## src/rtl/execute_pipe.sv

```systemverilog
// execute_pipe: ALU, branch resolution and an OUT_DEPTH-entry in-order result queue.
// Define EXECUTE_MULDIV_EN to run fun 16..23 (RV32M) on an iterative one-bit-per-cycle unit.
module execute_pipe #(
  parameter int XLEN      = 32,
  parameter int OUT_DEPTH = 2
) (
  input  logic            aclk,
  input  logic            aresetn,
  input  logic            flush,
  input  logic            s_tvalid,
  output logic            s_tready,
  input  logic [XLEN-1:0] s_pc,
  input  logic [XLEN-1:0] s_op1,
  input  logic [XLEN-1:0] s_op2,
  input  logic [XLEN-1:0] s_rs1,
  input  logic [XLEN-1:0] s_rs2,
  input  logic [4:0]      s_fun,
  input  logic [2:0]      s_jmp,
  input  logic [1:0]      s_op,
  input  logic [4:0]      s_rd,
  output logic            m_tvalid,
  input  logic            m_tready,
  output logic [1:0]      m_op,
  output logic [4:0]      m_rd,
  output logic [XLEN-1:0] m_result,
  output logic            branch,
  output logic [XLEN-1:0] target
);

  localparam int SHW = $clog2(XLEN);
  localparam int CW  = $clog2(OUT_DEPTH + 1);
  localparam logic [CW-1:0] DEPTH_C = CW'(OUT_DEPTH);

  logic [XLEN-1:0] r_q_res [OUT_DEPTH];
  logic [1:0]      r_q_op  [OUT_DEPTH];
  logic [4:0]      r_q_rd  [OUT_DEPTH];
  logic [XLEN-1:0] w_q_res_nxt [OUT_DEPTH];
  logic [1:0]      w_q_op_nxt  [OUT_DEPTH];
  logic [4:0]      w_q_rd_nxt  [OUT_DEPTH];
  logic [CW-1:0]   r_count;
  logic [CW-1:0]   w_cnt_pop;

  logic            w_room;
  logic            w_accept;
  logic            w_is_m;
  logic            w_pop;
  logic            w_push;
  logic [XLEN-1:0] w_push_res;
  logic [1:0]      w_push_op;
  logic [4:0]      w_push_rd;
  logic [XLEN-1:0] w_alu;
  logic            w_taken;
  logic            r_branch;
  logic [XLEN-1:0] r_target;

  assign w_room   = (r_count < DEPTH_C) | m_tready;
  assign w_accept = s_tvalid & s_tready;
  assign w_is_m   = s_fun[4] & ~s_fun[3];
  assign m_tvalid = (r_count != '0);
  assign w_pop    = m_tvalid & m_tready;

  always_comb begin
    w_alu = '0;
    case (s_fun)
      5'd0:    w_alu = s_op1 + s_op2;
      5'd1:    w_alu = s_op1 - s_op2;
      5'd2:    w_alu = s_op1 << s_op2[SHW-1:0];
      5'd3:    w_alu = {{(XLEN-1){1'b0}}, ($signed(s_op1) < $signed(s_op2))};
      5'd4:    w_alu = {{(XLEN-1){1'b0}}, (s_op1 < s_op2)};
      5'd5:    w_alu = s_op1 ^ s_op2;
      5'd6:    w_alu = s_op1 >> s_op2[SHW-1:0];
      5'd7:    w_alu = $unsigned($signed(s_op1) >>> s_op2[SHW-1:0]);
      5'd8:    w_alu = s_op1 | s_op2;
      5'd9:    w_alu = s_op1 & s_op2;
      5'd10:   w_alu = s_op2;
      default: w_alu = '0;
    endcase
    if (s_jmp == 3'd1) w_alu = s_pc + XLEN'(4);
  end

  always_comb begin
    w_taken = 1'b0;
    case (s_jmp)
      3'd1:    w_taken = 1'b1;
      3'd2:    w_taken = (s_rs1 == s_rs2);
      3'd3:    w_taken = (s_rs1 != s_rs2);
      3'd4:    w_taken = ($signed(s_rs1) < $signed(s_rs2));
      3'd5:    w_taken = ($signed(s_rs1) >= $signed(s_rs2));
      3'd6:    w_taken = (s_rs1 < s_rs2);
      3'd7:    w_taken = (s_rs1 >= s_rs2);
      default: w_taken = 1'b0;
    endcase
  end

  // Redirect is registered at accept so it fires once even if the result stalls in the queue.
  always_ff @(posedge aclk or negedge aresetn) begin
    if (!aresetn) begin
      r_branch <= 1'b0;
      r_target <= '0;
    end else begin
      r_branch <= 1'b0;
      if (!flush && w_accept && w_taken && !w_is_m) begin
        r_branch <= 1'b1;
        r_target <= (s_op1 + s_op2) & ~XLEN'(1);
      end
    end
  end

  assign branch = r_branch;
  assign target = r_target;

`ifdef EXECUTE_MULDIV_EN
  localparam int CNTW = (SHW < 1) ? 1 : SHW;

  // IDLE accepting beats | BUSY one bit per cycle | DONE result waiting for a queue slot
  typedef enum logic [1:0] {ST_IDLE, ST_BUSY, ST_DONE} state_t;
  state_t r_state, w_state_nxt;

  logic [CNTW-1:0] r_cnt;
  logic [2:0]      r_md_fun;
  logic [1:0]      r_md_op;
  logic [4:0]      r_md_rd;
  logic [XLEN-1:0] r_hi, r_lo, r_mcand, r_dividend;
  logic            r_neg_a, r_neg_b, r_dz;
  logic            w_md_start, w_md_push;
  logic            w_sgn1, w_sgn2, w_n1, w_n2;
  logic [XLEN-1:0] w_a1, w_a2;
  logic [XLEN:0]   w_madd, w_rs, w_diff;
  logic [2*XLEN-1:0] w_prod, w_prod_s;
  logic [XLEN-1:0] w_md_res;

  assign w_md_start = w_accept & w_is_m;
  assign w_md_push  = (r_state == ST_DONE) & w_room & ~flush;
  assign s_tready   = ~flush & (r_state == ST_IDLE) & w_room;

  always_ff @(posedge aclk or negedge aresetn) begin
    if (!aresetn) r_state <= ST_IDLE;
    else          r_state <= w_state_nxt;
  end

  always_comb begin
    w_state_nxt = r_state;
    case (r_state)
      ST_IDLE: if (w_md_start) w_state_nxt = ST_BUSY;
      ST_BUSY: if (r_cnt == '0) w_state_nxt = ST_DONE;
      ST_DONE: if (w_room) w_state_nxt = ST_IDLE;
      default: w_state_nxt = ST_IDLE;
    endcase
    if (flush) w_state_nxt = ST_IDLE;
  end

  // Signed forms run on magnitudes; signs are reapplied when the result is read out.
  assign w_sgn1 = (s_fun[2:0] == 3'd1) | (s_fun[2:0] == 3'd2) |
                  (s_fun[2:0] == 3'd4) | (s_fun[2:0] == 3'd6);
  assign w_sgn2 = (s_fun[2:0] == 3'd1) | (s_fun[2:0] == 3'd4) | (s_fun[2:0] == 3'd6);
  assign w_n1   = w_sgn1 & s_op1[XLEN-1];
  assign w_n2   = w_sgn2 & s_op2[XLEN-1];
  assign w_a1   = w_n1 ? (~s_op1 + XLEN'(1)) : s_op1;
  assign w_a2   = w_n2 ? (~s_op2 + XLEN'(1)) : s_op2;

  assign w_madd = {1'b0, r_hi} + {1'b0, (r_lo[0] ? r_mcand : '0)};
  assign w_rs   = {r_hi, r_lo[XLEN-1]};
  assign w_diff = w_rs - {1'b0, r_mcand};

  always_ff @(posedge aclk or negedge aresetn) begin
    if (!aresetn) begin
      r_cnt      <= '0;
      r_md_fun   <= '0;
      r_md_op    <= '0;
      r_md_rd    <= '0;
      r_hi       <= '0;
      r_lo       <= '0;
      r_mcand    <= '0;
      r_dividend <= '0;
      r_neg_a    <= 1'b0;
      r_neg_b    <= 1'b0;
      r_dz       <= 1'b0;
    end else if (r_state == ST_IDLE) begin
      if (w_md_start && !flush) begin
        r_cnt      <= CNTW'(XLEN - 1);
        r_md_fun   <= s_fun[2:0];
        r_md_op    <= s_op;
        r_md_rd    <= s_rd;
        r_hi       <= '0;
        r_lo       <= s_fun[2] ? w_a1 : w_a2;
        r_mcand    <= s_fun[2] ? w_a2 : w_a1;
        r_dividend <= s_op1;
        r_neg_a    <= w_n1 ^ w_n2;
        r_neg_b    <= w_n1;
        r_dz       <= (s_op2 == '0);
      end
    end else if (r_state == ST_BUSY) begin
      r_cnt <= r_cnt - CNTW'(1);
      if (!r_md_fun[2]) begin
        r_hi <= w_madd[XLEN:1];
        r_lo <= {w_madd[0], r_lo[XLEN-1:1]};
      end else if (!w_diff[XLEN]) begin
        r_hi <= w_diff[XLEN-1:0];
        r_lo <= {r_lo[XLEN-2:0], 1'b1};
      end else begin
        r_hi <= w_rs[XLEN-1:0];
        r_lo <= {r_lo[XLEN-2:0], 1'b0};
      end
    end
  end

  assign w_prod   = {r_hi, r_lo};
  assign w_prod_s = r_neg_a ? (~w_prod + (2*XLEN)'(1)) : w_prod;

  always_comb begin
    w_md_res = '0;
    case (r_md_fun)
      3'd0:          w_md_res = w_prod_s[XLEN-1:0];
      3'd1, 3'd2,
      3'd3:          w_md_res = w_prod_s[2*XLEN-1:XLEN];
      3'd4, 3'd5:    w_md_res = r_dz ? '1 : (r_neg_a ? (~r_lo + XLEN'(1)) : r_lo);
      default:       w_md_res = r_dz ? r_dividend : (r_neg_b ? (~r_hi + XLEN'(1)) : r_hi);
    endcase
  end

  always_comb begin
    w_push     = (w_accept & ~w_is_m) | w_md_push;
    w_push_res = w_md_push ? w_md_res : w_alu;
    w_push_op  = w_md_push ? r_md_op  : s_op;
    w_push_rd  = w_md_push ? r_md_rd  : s_rd;
  end
`else
  assign s_tready = ~flush & w_room;

  always_comb begin
    w_push     = w_accept;
    w_push_res = w_alu;
    w_push_op  = s_op;
    w_push_rd  = s_rd;
  end
`endif

  // Shift-register FIFO: entry 0 is always the head, so m_* come straight from flops.
  always_comb begin
    w_cnt_pop = r_count - {{(CW-1){1'b0}}, w_pop};
    for (int i = 0; i < OUT_DEPTH; i++) begin
      w_q_res_nxt[i] = r_q_res[i];
      w_q_op_nxt[i]  = r_q_op[i];
      w_q_rd_nxt[i]  = r_q_rd[i];
      if (w_pop && (i < OUT_DEPTH - 1)) begin
        w_q_res_nxt[i] = r_q_res[(i < OUT_DEPTH - 1) ? i + 1 : i];
        w_q_op_nxt[i]  = r_q_op[(i < OUT_DEPTH - 1) ? i + 1 : i];
        w_q_rd_nxt[i]  = r_q_rd[(i < OUT_DEPTH - 1) ? i + 1 : i];
      end
      if (w_push && (CW'(i) == w_cnt_pop)) begin
        w_q_res_nxt[i] = w_push_res;
        w_q_op_nxt[i]  = w_push_op;
        w_q_rd_nxt[i]  = w_push_rd;
      end
    end
  end

  always_ff @(posedge aclk or negedge aresetn) begin
    if (!aresetn) begin
      r_count <= '0;
      for (int i = 0; i < OUT_DEPTH; i++) begin
        r_q_res[i] <= '0;
        r_q_op[i]  <= '0;
        r_q_rd[i]  <= '0;
      end
    end else if (flush) begin
      r_count <= '0;
    end else begin
      r_count <= w_cnt_pop + {{(CW-1){1'b0}}, w_push};
      for (int i = 0; i < OUT_DEPTH; i++) begin
        r_q_res[i] <= w_q_res_nxt[i];
        r_q_op[i]  <= w_q_op_nxt[i];
        r_q_rd[i]  <= w_q_rd_nxt[i];
      end
    end
  end

  assign m_result = r_q_res[0];
  assign m_op     = r_q_op[0];
  assign m_rd     = r_q_rd[0];

endmodule

```

## config.mk

```make
export PLATFORM = sky130hd
export DESIGN_NAME = execute_pipe
export DESIGN_NICKNAME = d
export VERILOG_FILES = /design/src/rtl/execute_pipe.sv
export SDC_FILE = /design/constraint.sdc
export NUM_CORES = 1
export LEC_CHECK = 0
export CELL_PAD_IN_SITES_DETAIL_PLACEMENT = 0
export CELL_PAD_IN_SITES_GLOBAL_PLACEMENT = 1
export CORE_UTILIZATION = 37
export DETAILED_ROUTE_END_ITERATION = 16
export GPL_ROUTABILITY_DRIVEN = 0
export PLACE_DENSITY_LB_ADDON = 0.1
export SYNTH_ARGS = -nofsm -noshare
export SYNTH_HDL_FRONTEND = slang
export SYNTH_SLANG_ARGS = --single-unit
```

## constraint.sdc

```tcl
create_clock -name aclk -period 3 [get_ports aclk]
set_clock_uncertainty 0.15 [all_clocks]
set_input_delay 0.6 -clock aclk [delete_from_list [all_inputs] [get_ports aclk]]
set_output_delay 0.6 -clock aclk [all_outputs]
set_load 0.02 [all_outputs]
```

==> results of run 1 <==
## final timing paths
check,slack [ns],endpoint,start
max,-0.30,m_result[25]$_DFFE_PN0P_,s_op2[1]
min,0.05,r_count[1]$_DFF_PN0_,aresetn
max reg2reg,0.26,m_result[8]$_DFFE_PN0P_,r_count[1]$_DFF_PN0_
min reg2reg,0.33,m_result[4]$_DFFE_PN0P_,m_result[4]$_DFFE_PN0P_
max in group asynchronous,1.93,r_q_res[18]$_DFFE_PN0P_,aresetn
min in group aclk,0.33,m_result[4]$_DFFE_PN0P_,m_result[4]$_DFFE_PN0P_
## sequential cells by signal, summed over array words and instances, names as in the netlist
name,cells
target,31
branch,1
r_q_res,32
m_result,32
r_q_op,2
r_q_rd,5
m_rd,5
r_count,2
m_op,2
## cells by family after synthesis
logic type / after synthesis / synth area share [%]
AOI/OAI and AO/OA: 663 / 27.9
and+or+nand+nor: 624 / 17.7
buffers and inverters: 325 / 9.31
muxes: 155 / 13.4
adders and majority gates: 134 / 10.5
DFF: 112 / 17.4
xor gates and xnor gates: 70 / 3.80
other: 1 / 0.0232
## metrics by stage
| step | utilization (%) | setup slack, ns |
|---|---|---|
| 4_1_cts | 64.7 | -0.244 |
| 2_1_floorplan | - | -0.562 |
| 3_3_place_gp | 56.7 | -1.33 |
| 3_5_place_dp | 56.7 | -1.30 |
| 6_report | 68.4 | -0.296 |
| 5_1_grt | 68.4 | -0.389 |
## metal layers
| metal | global-route usage (%) | vias up | wire, um |
|---|---|---|---|
| li1 | - | 9557 | - |
| met1 | 47.4 | 10431 | 34200 |
| met2 | 62.0 | 1380 | 39700 |
| met3 | 6.54 | 414 | 7830 |
| met4 | 22.2 | 0 | 6710 |
| met5 | 0 | - | 0 |
## where the power goes
part / leakage, nW / internal [mW] / switching (mW) / total [mW]
clock: 0.154 / 0.614 / 0.677 / 1.29
sequential: 1.36 / 2.24 / 0.419 / 2.66
combinational: 11.5 / 3.87 / 3.84 / 7.71
## critical path: stages
cell and delay [ns]:
buf_12 0.08, clkinvlp_4 0.12, ha_4 0.29, buf_12 0.13, o21bai_4 0.17, nand3_4 0.11
a2111oi_4 0.30, buf_4 0.19, buf_6 0.10, o311ai_4 0.11, a21oi_2 0.18, a21o_1 0.15
and3_1 0.15, a211oi_1 0.05, o32a_1 0.33, a221o_1 0.31
## what timing repair did
action,4_1_cts,5_1_grt
gates resized for setup,839,325
endpoints found under the setup margin,96,95
pin swaps,215,206
setup buffers,106,68
cloned,3,5
## layout make-up
cell class	count	area, um2	share of cell area, %
flip-flops and latches	112	2800	9.52
inverters	145	654	2.22
clock inverters	7	93.8	0.319
diodes	1	2.50	0.00850
multi-input cells	1647	15000	50.8
clock buffers	9	225	0.765
repair buffers	1132	9980	33.9
well taps	585	732	2.49
## cell usage in the layout (no fill, tap or decap), types with 27 or more instances in the layout
| cell | netlist | final |
|---|---|---|
| a21oi_2 | 0 | 51 |
| ha_1 | 132 | 51 |
| dlygate4sd2_1 | 0 | 35 |
| mux2i_1 | 50 | 35 |
| mux4_2 | 41 | 42 |
| nand2_1 | 192 | 183 |
| buf_4 | 44 | 734 |
| mux2_2 | 60 | 28 |
| buf_6 | 7 | 127 |
| o21ai_0 | 124 | 63 |
| xnor2_1 | 54 | 46 |
| and3_1 | 30 | 28 |
| o211ai_1 | 32 | 32 |
| nand3_1 | 48 | 38 |
| mux2_4 | 0 | 32 |
| ha_4 | 0 | 71 |
| clkdlybuf4s50_1 | 0 | 123 |
| inv_2 | 1 | 55 |
| o21ai_1 | 11 | 48 |
| a21o_1 | 34 | 34 |
| nor2_1 | 201 | 169 |
| dfrtp_1 | 112 | 112 |
| nor3_1 | 41 | 27 |
| buf_12 | 1 | 33 |
| a21oi_1 | 170 | 114 |
| inv_1 | 143 | 61 |
==> impl_metrics.py, run 1 <==
metrics = {
    "yosys": {
        "netlist.area_leader.share_pct": 17.4,
        "synth.most_common_cell": "nor2_1",
        "synth_area_leader_cell": "dfrtp_1",
        "avgSynthCellArea_um2": 7.75,
        "syn_nets": 2398,
        "synthArstFlopShare_pct": 100,
        "synth_cells": 2084,
        "yosys-top-cells-count": "nor2_1, nand2_1, a21oi_1",
        "ys_types": 98,
        "syn_area_um2": 16100,
        "ys_top_cells_by_area": "dfrtp_1, ha_1, mux4_2, a21oi_1, nor2_1",
        "synth-main-ff-cell": "dfrtp_1",
        "ys_warn_count": 0,
        "ys_ff_latch": 112,
        "synth-edff-count": 0,
        "synth_seq_area_share_pct": 17.4,
    },
    "clocking": {
        "clk_pin_slew_ns": 0.08,
        "cts_max_level": 3,
        "cts_buffers": 9,
        "cts.sinks": 112,
        "root_buffer": "clkbuf_16",
        "hold_buffers": 0,
        "clock_latency_ns": 0.37,
        "cts.path.max_buffers": 2,
        "cts_tree": "built",
    },
    "timing": {
        "setup-tns-final_ns": -9.96,
        "setup_ws_ns": -0.296,
        "setup_viol": 77,
        "min_period_ns": 3.30,
        "max_freq_mhz": 303,
        "maxSlewHeadroom_pct": 42.7,
        "worst_pin_slew_ns": 0.853,
        "fin_crit_sh_pct": 110,
        "hold-worst-slack_ns": 0.0492,
        "rsz0062_at_grt": "true",
        "hold_violations": 0,
        "report.final.slew_viol_count": 0,
    },
    "run": {
        "drv_cap": 0,
    },
    "power_and_ir_drop": {
        "p_per_area_nw_per_um2": 396,
        "irDropWorstVdd_mv": 0.381,
        "total_power_mw": 11.7,
        "p_leak_nw": 13.0,
    },
    "floorplan": {
        "initial_core_util_pct": 37.5,
        "pin_count": 254,
        "fp.dieW_um": 211,
        "dieArea_um2": 44500,
        "core_area_um2": 43100,
        "die_y_um": 211,
        "rows": 76,
    },
    "routing": {
        "dr.pass1.iters": 6,
        "vias": 21782,
        "drt_iter0_drc": 2458,
        "via_per_inst": 5.99,
        "antenna_left": 0,
        "totalWireLength_um": 88500,
        "drc_errors": 0,
        "drt-wirelength-per-cell_um": 24.3,
    },
    "global_route": {
        "grt-ovfl-total": 0,
        "grt_max_degree": 49,
        "antenna_found_initial": 1,
        "grt_pass1_vias": 21472,
        "grt_pass1_wl_um": 129000,
        "grt_usage_pct": 38.1,
    },
    "final_layout": {
        "drive_above_1_share_pct": 51.3,
        "fill_cells": 3395,
        "fin_nets": 3361,
        "syn_to_final_growth_pct": 82.3,
        "fin_cells": 3638,
        "design_area_um2": 29400,
    },
    "setup_path": {
        "required_ns": 3.10,
        "start_kind": "input pin",
        "crit_fanout": 3,
        "crit_type": "input pin to flop",
        "cp.arrival_ns": 3.40,
        "critPathCaptureType": "flop",
        "r2r_cells": 9,
    },
    "placed_design": {
        "placed_area_um2": 24400,
        "numPortBuffers": 252,
        "place_inst": 3460,
        "dpl.hpwl_um": 65800,
    },
    "run_status": {
        "violations": "negative setup slack",
        "status": "finished, violations left",
    },
    "worst_hold_path": {
        "min_path_type": "input pin to async pin",
    },
}
(Power assumes the default switching activity.)
==> inputs of run 2 (changes only) <==
==> constraint.sdc (replaced) <==
create_clock -name aclk -period 3 [get_ports aclk]
set_clock_uncertainty 0.15 [all_clocks]
set_input_delay 0.3 -clock aclk [delete_from_list [all_inputs] [get_ports aclk]]
set_output_delay 0.3 -clock aclk [all_outputs]
set_load 0.02 [all_outputs]
==> run 2 against run 1 <==
The flow still finishes with violations (negative setup slack). Clock power is 3% higher. First-iteration DRC count is 16% lower. Worst setup slack better by 0.27 ns. Cell area is 8.2% lower. Power is 5.8% lower. Critical path depth is 4 lower. Core utilization is 5.6 points lower. Worst hold slack better by 0.20 ns. Critical path type unchanged. Die area stayed put. Critical endpoint is now m_result[19]$_DFFE_PN0P_. Maximum frequency is 9.1% higher. Global-route usage is 1.5 points lower. Clock-buffer cell count stayed put. Highest routed layer is now met5.
==> impl_metrics.py, run 2 (synthesis results as in run 1) <==
metrics = {
    "run_status": {
        "status": "finished, violations left",
        "violations": "negative setup slack",
    },
    "setup_path": {
        "r2r-start": "r_count[1]$_DFF_PN0_",
        "r2r_cells": 9,
        "crit_type": "input pin to flop",
        "start_kind": "input pin",
        "r2r_end": "m_result[23]$_DFFE_PN0P_",
        "worst-r2r-setup-slack_ns": 0.19,
        "cp.arrival_ns": 3.13,
        "required_ns": 3.11,
        "critPathCaptureType": "flop",
        "crit_fanout": 4,
    },
    "timing": {
        "rsz0062_at_grt": "true",
        "setup_viol": 3,
        "worst_pin_slew_ns": 0.795,
        "max_freq_mhz": 331,
        "hold_violations": 0,
        "report.final.slew_viol_count": 0,
        "fin_crit_sh_pct": 101,
        "setup-tns-final_ns": -0.0399,
        "setup_ws_ns": -0.0217,
        "maxSlewHeadroom_pct": 46.6,
        "hold-worst-slack_ns": 0.248,
        "min_period_ns": 3.02,
    },
    "clocking": {
        "clk_pin_slew_ns": 0.08,
        "root_buffer": "clkbuf_16",
        "cts.path.max_buffers": 2,
        "cts_buffers": 9,
        "cts_tree": "built",
        "cts.sinks": 112,
        "clock_latency_ns": 0.37,
        "cts_max_level": 3,
    },
    "floorplan": {
        "pin_count": 254,
        "fp.dieW_um": 211,
        "rows": 76,
        "core_area_um2": 43100,
        "initial_core_util_pct": 37.5,
        "die_y_um": 211,
        "dieArea_um2": 44500,
    },
    "global_route": {
        "antenna_found_initial": 2,
        "grt_usage_pct": 36.6,
        "grt_max_degree": 85,
        "grt_pass1_wl_um": 123000,
        "grt_pass1_vias": 19975,
        "grt-ovfl-total": 0,
    },
    "final_layout": {
        "utilization_pct": 62.7,
        "diodes": 0,
        "design_area_um2": 27000,
        "syn_to_final_growth_pct": 67.4,
        "mostFrequentLayoutCells": "buf_4, nand2_1, nor2_1",
        "fin_nets": 3228,
        "drive_above_1_share_pct": 44.1,
        "final_common_cell": "buf_4",
    },
    "power_and_ir_drop": {
        "intPower_mw": 6.35,
        "p_comb_share_pct": 63.8,
        "seqPwrFrac_pct": 24.1,
        "irDropWorstVdd_mv": 0.342,
        "p_per_area_nw_per_um2": 407,
        "netSwitchingFraction_pct": 42.2,
        "p_leak_nw": 12.2,
        "p_sw_mw": 4.64,
        "total_power_mw": 11.0,
        "power.share.clock_pct": 12.1,
    },
    "routing": {
        "vias": 20686,
        "drt_iter0_drc": 2060,
        "drt-wirelength-per-cell_um": 24.0,
        "drc_errors": 0,
        "antenna_left": 0,
        "via_per_inst": 5.90,
        "dr.pass1.iters": 6,
        "totalWireLength_um": 84100,
    },
    "worst_hold_path": {
        "min_path_type": "input pin to async pin",
    },
    "placed_design": {
        "numPortBuffers": 252,
        "dpl.hpwl_um": 66300,
        "placed_area_um2": 23700,
    },
    "run": {
        "drv_cap": 0,
    },
}
## run 2: changes by cell type in the layout (fill, tap and decap cells not counted), sizes merged
cell,delta
buf,-165
dlymetal6s2s,+38
dlygate4sd2,-16
clkdlybuf4s50,+9
clkbuf,+6
clkdlybuf4s15,-6
bufinv,+1
clkinvlp,-1
diode,-1
dlygate4sd3,+1
## run 2: metal layers
layer  part of all wire [%]  vias to the layer above  wire length [um]  global-route usage (%)
met5                  0.023                        -                19                       0
met4                    6.9                        4              5810                    20.2
met3                    9.1                      313              7620                    6.96
met2                     45                     1162             37900                    58.6
met1                     39                     9934             32700                    46.2
li1                       -                     9273                 -                       -
## run 2: repair_timing
| item | 4_1_cts | 5_1_grt |
|---|---|---|
| gates resized for setup | 423 | 301 |
| pin swaps | 97 | 146 |
| endpoints found under the hold margin | 28 | 0 |
| hold buffers | 1 | 0 |
| gates cloned | 2 | 1 |
| setup endpoints to repair | 92 | 88 |
| setup buffers | 51 | 46 |
## run 2: cell type report
cell class              instances  area (um2)
fillers                      3718       16000
multi-input cells            1647       14000
repair buffers                999        8550
flip-flops and latches        112        2800
well taps                     585         732
inverters                     145         593
clock buffers                   9         225
clock inverters                 7         105
## run 2: power by group through the flow
stage / registers (mW) / clock network (mW) / logic, mW
5_1_grt: 2.73 / 1.41 / 7.46
4_1_cts: 2.64 / 1.35 / 6.67
6_report: 2.65 / 1.33 / 7.01
3_5_place_dp: 2.67 / 0 / 6.26
2_1_floorplan: 2.81 / 0 / 3.27
3_3_place_gp: 2.64 / 0 / 6.18
## run 2: worst max path at each step
stage | start | to | slack [ns] | cells past startpoint
6_report | s_op2[5] | m_result[19]$_DFFE_PN0P_ | -0.02 | 12
5_1_grt | s_op2[5] | m_result[19]$_DFFE_PN0P_ | -0.1 | 12
4_1_cts | s_op2[1] | m_result[19]$_DFFE_PN0P_ | -0.08 | 13
3_5_place_dp | s_op1[0] | r_q_res[26]$_DFFE_PN0P_ | -1.13 | 15
3_3_place_gp | s_op1[0] | r_q_res[26]$_DFFE_PN0P_ | -1.17 | 15
2_1_floorplan | s_op2[1] | m_result[20]$_DFFE_PN0P_ | -0.26 | 13
## run 2: stage by stage
| stage | std cells | worst slack [ns] |
|---|---|---|
| 2_1_floorplan | 2084 | -0.265 |
| 3_3_place_gp | 3394 | -1.17 |
| 3_5_place_dp | 3394 | -1.13 |
| 4_1_cts | 3460 | -0.0752 |
| 5_1_grt | 3504 | -0.0990 |
| 6_report | 3504 | -0.0217 |
## run 2: critical path, stage by stage
cell and delay [ns]:
clkdlybuf4s15_1 0.29, ha_4 0.20, a211oi_4 0.07, o31ai_4 0.28, o211ai_4 0.15, a211oi_4 0.36, o221ai_4 0.21, buf_6 0.17
a221oi_4 0.27, o2111ai_2 0.19, a22o_1 0.28, a221o_1 0.34
==> inputs of run 3 (changes only) <==
Settings changed: CORE_UTILIZATION 37 to 44, DONT_BUFFER_PORTS set to 1.
==> run 3 against run 2 <==
The run ends with negative hold slack left. Final cell count is 21% lower. Power down 22%. Clock power fell by 9.8%. Via count down 14%. Sequential share of layout area rose by 4.0 points. Maximum frequency is 0.93% higher. Flip-flop and latch count unchanged. Register-to-register slack is essentially flat. First-iteration DRC count up 8.6%. Non-clock buffer count decreased by 619. Largest cell class unchanged. Largest power group unchanged.
==> impl_metrics.py, run 3 (synthesis results as in run 1) <==
metrics = {
    "run_status": {
        "status": "finished, violations left",
        "violations": "negative hold slack",
    },
    "setup_path": {
        "start_kind": "input pin",
        "worst-r2r-setup-slack_ns": 0.18,
        "crit_type": "input pin to flop",
        "critPathCaptureType": "flop",
        "crit_family": "compound AO/OA/AOI/OAI gates",
        "slowest_delay_ns": 0.42,
        "worstSetupPathDepth": 12,
        "r2r-start": "r_count[1]$_DFF_PN0_",
        "critPathSlowestCell": "fa_2",
        "cp_num_buf_inv": 2,
        "required_ns": 3.10,
        "crit_fanout": 67,
        "crit_chain": "clkinvlp_4 > fa_2 > nor2b_4 > o31a_1 > o31ai_4 > a2111oi_4 > buf_4 > nor2_4 > xnor2_2 > a221oi_2 > o221ai_2 > a221o_1",
        "cp.arrival_ns": 3.10,
        "r2r_end": "m_result[23]$_DFFE_PN0P_",
        "r2r_cells": 9,
    },
    "final_layout": {
        "diodes": 0,
        "final_common_cell": "buf_4",
        "multi_input_area_um2": 12300,
        "fill_cells": 3413,
        "mostFrequentLayoutCells": "buf_4, nor2_1, nand2_1",
        "utilization_pct": 54.5,
        "syn_to_final_growth_pct": 21.0,
        "fin_nets": 2609,
        "drive_above_1_share_pct": 25.7,
        "fin_cells": 2761,
        "seq_area_um2": 2800,
        "design_area_um2": 19500,
    },
    "placed_design": {
        "numPortBuffers": 0,
        "place_inst": 2730,
        "dpl.hpwl_um": 56400,
        "placed_area_um2": 18800,
        "pre_cts_slack_ns": -0.467,
    },
    "floorplan": {
        "dieArea_um2": 37500,
        "rows": 69,
        "core_area_um2": 35800,
        "die_y_um": 194,
        "fp.dieW_um": 194,
        "initial_core_util_pct": 45.1,
        "pin_count": 254,
    },
    "timing": {
        "hold_violations": 112,
        "setup_viol": 0,
        "maxSlewHeadroom_pct": 11.6,
        "max_freq_mhz": 334,
        "setup_ws_ns": 0.00603,
        "worst_pin_slew_ns": 1.32,
        "fin_crit_sh_pct": 99.8,
        "report.final.slew_viol_count": 0,
        "min_period_ns": 2.99,
        "rsz0062_at_grt": "true",
        "hold-worst-slack_ns": -0.522,
    },
    "clocking": {
        "hold_buffers": 8,
        "cts.sinks": 112,
        "cts_tree": "built",
        "clock_latency_ns": 0.37,
        "cts.path.max_buffers": 2,
        "clk_pin_slew_ns": 0.08,
        "root_buffer": "clkbuf_16",
        "cts_max_level": 3,
        "cts_buffers": 9,
    },
    "global_route": {
        "grt_pass1_wl_um": 106000,
        "grt_max_degree": 113,
        "grt-ovfl-total": 0,
        "antenna_found_initial": 1,
        "grt_usage_pct": 37.0,
        "grt_pass1_vias": 17081,
    },
    "routing": {
        "vias": 17787,
        "dr.pass1.iters": 6,
        "drt-wirelength-per-cell_um": 25.7,
        "drc_errors": 0,
        "antenna_left": 0,
        "drt_iter0_drc": 2238,
        "highest_layer": "met5",
        "routedLengthMet1_um": 28400,
        "dr_wl_met2_um": 31500,
        "via_per_inst": 6.44,
        "totalWireLength_um": 71000,
        "met3WireLength_um": 7190,
    },
    "power_and_ir_drop": {
        "p_leak_nw": 8.74,
        "p_per_area_nw_per_um2": 436,
        "irDropWorstVdd_mv": 0.398,
    },
    "worst_hold_path": {
        "min_path_type": "input pin to async pin",
    },
    "run": {
        "drv_cap": 0,
    },
}
[run 3: layout make-up]
class / count / area share [%]
multi-input cells: 1647 / 63.0
clock inverters: 6 / 0.256
clock buffers: 10 / 1.22
well taps: 461 / 2.95
repair buffers: 380 / 15.2
flip-flops and latches: 112 / 14.3
inverters: 145 / 2.96
[run 3: worst max-delay path by stage]
| stage | start | to | slack (ns) |
|---|---|---|---|
| 2_1_floorplan | s_op2[1] | m_result[20]$_DFFE_PN0P_ | -0.26 |
| 3_3_place_gp | s_op2[1] | m_result[15]$_DFFE_PN0P_ | -0.36 |
| 3_5_place_dp | s_op2[0] | m_result[20]$_DFFE_PN0P_ | -0.47 |
| 4_1_cts | s_op2[0] | m_result[20]$_DFFE_PN0P_ | -0.005 |
| 5_1_grt | s_op2[1] | m_result[20]$_DFFE_PN0P_ | -0.06 |
| 6_report | s_op2[1] | m_result[20]$_DFFE_PN0P_ | 0.006 |
[run 3: report_power, final]
part           leakage (nW)  total, mW  internal (mW)  switching (mW)
registers              1.36       3.28           2.24            1.05
logic                  7.24       4.04           1.91            2.13
clock network         0.141       1.20          0.599           0.598
[run 3: per-layer routing]
layer,vias to the layer above,GRT usage (%)
met5,-,0
met4,2,17.1
met3,203,10.0
met2,968,58.3
met1,8593,47.0
li1,8021,-
[run 3: what timing repair did]
action / CTS / global route
pin swaps: 1 / 25
gates resized for setup: 4 / 50
hold endpoints to repair: 128 / 112
buffers inserted: 0 / 11
setup endpoints to repair: 9 / 47
[run 3: stage by stage]
stage	power (mW)	hold WS (ns)	setup TNS, ns
finish	8.52	-0.522	0
global route	9.03	-0.534	-0.275
CTS	8.42	-0.536	-0.00545
detailed placement	7.18	-0.144	-15.93
global placement	7.09	-0.143	-11.47
floorplan	6.08	-0.146	-4.23
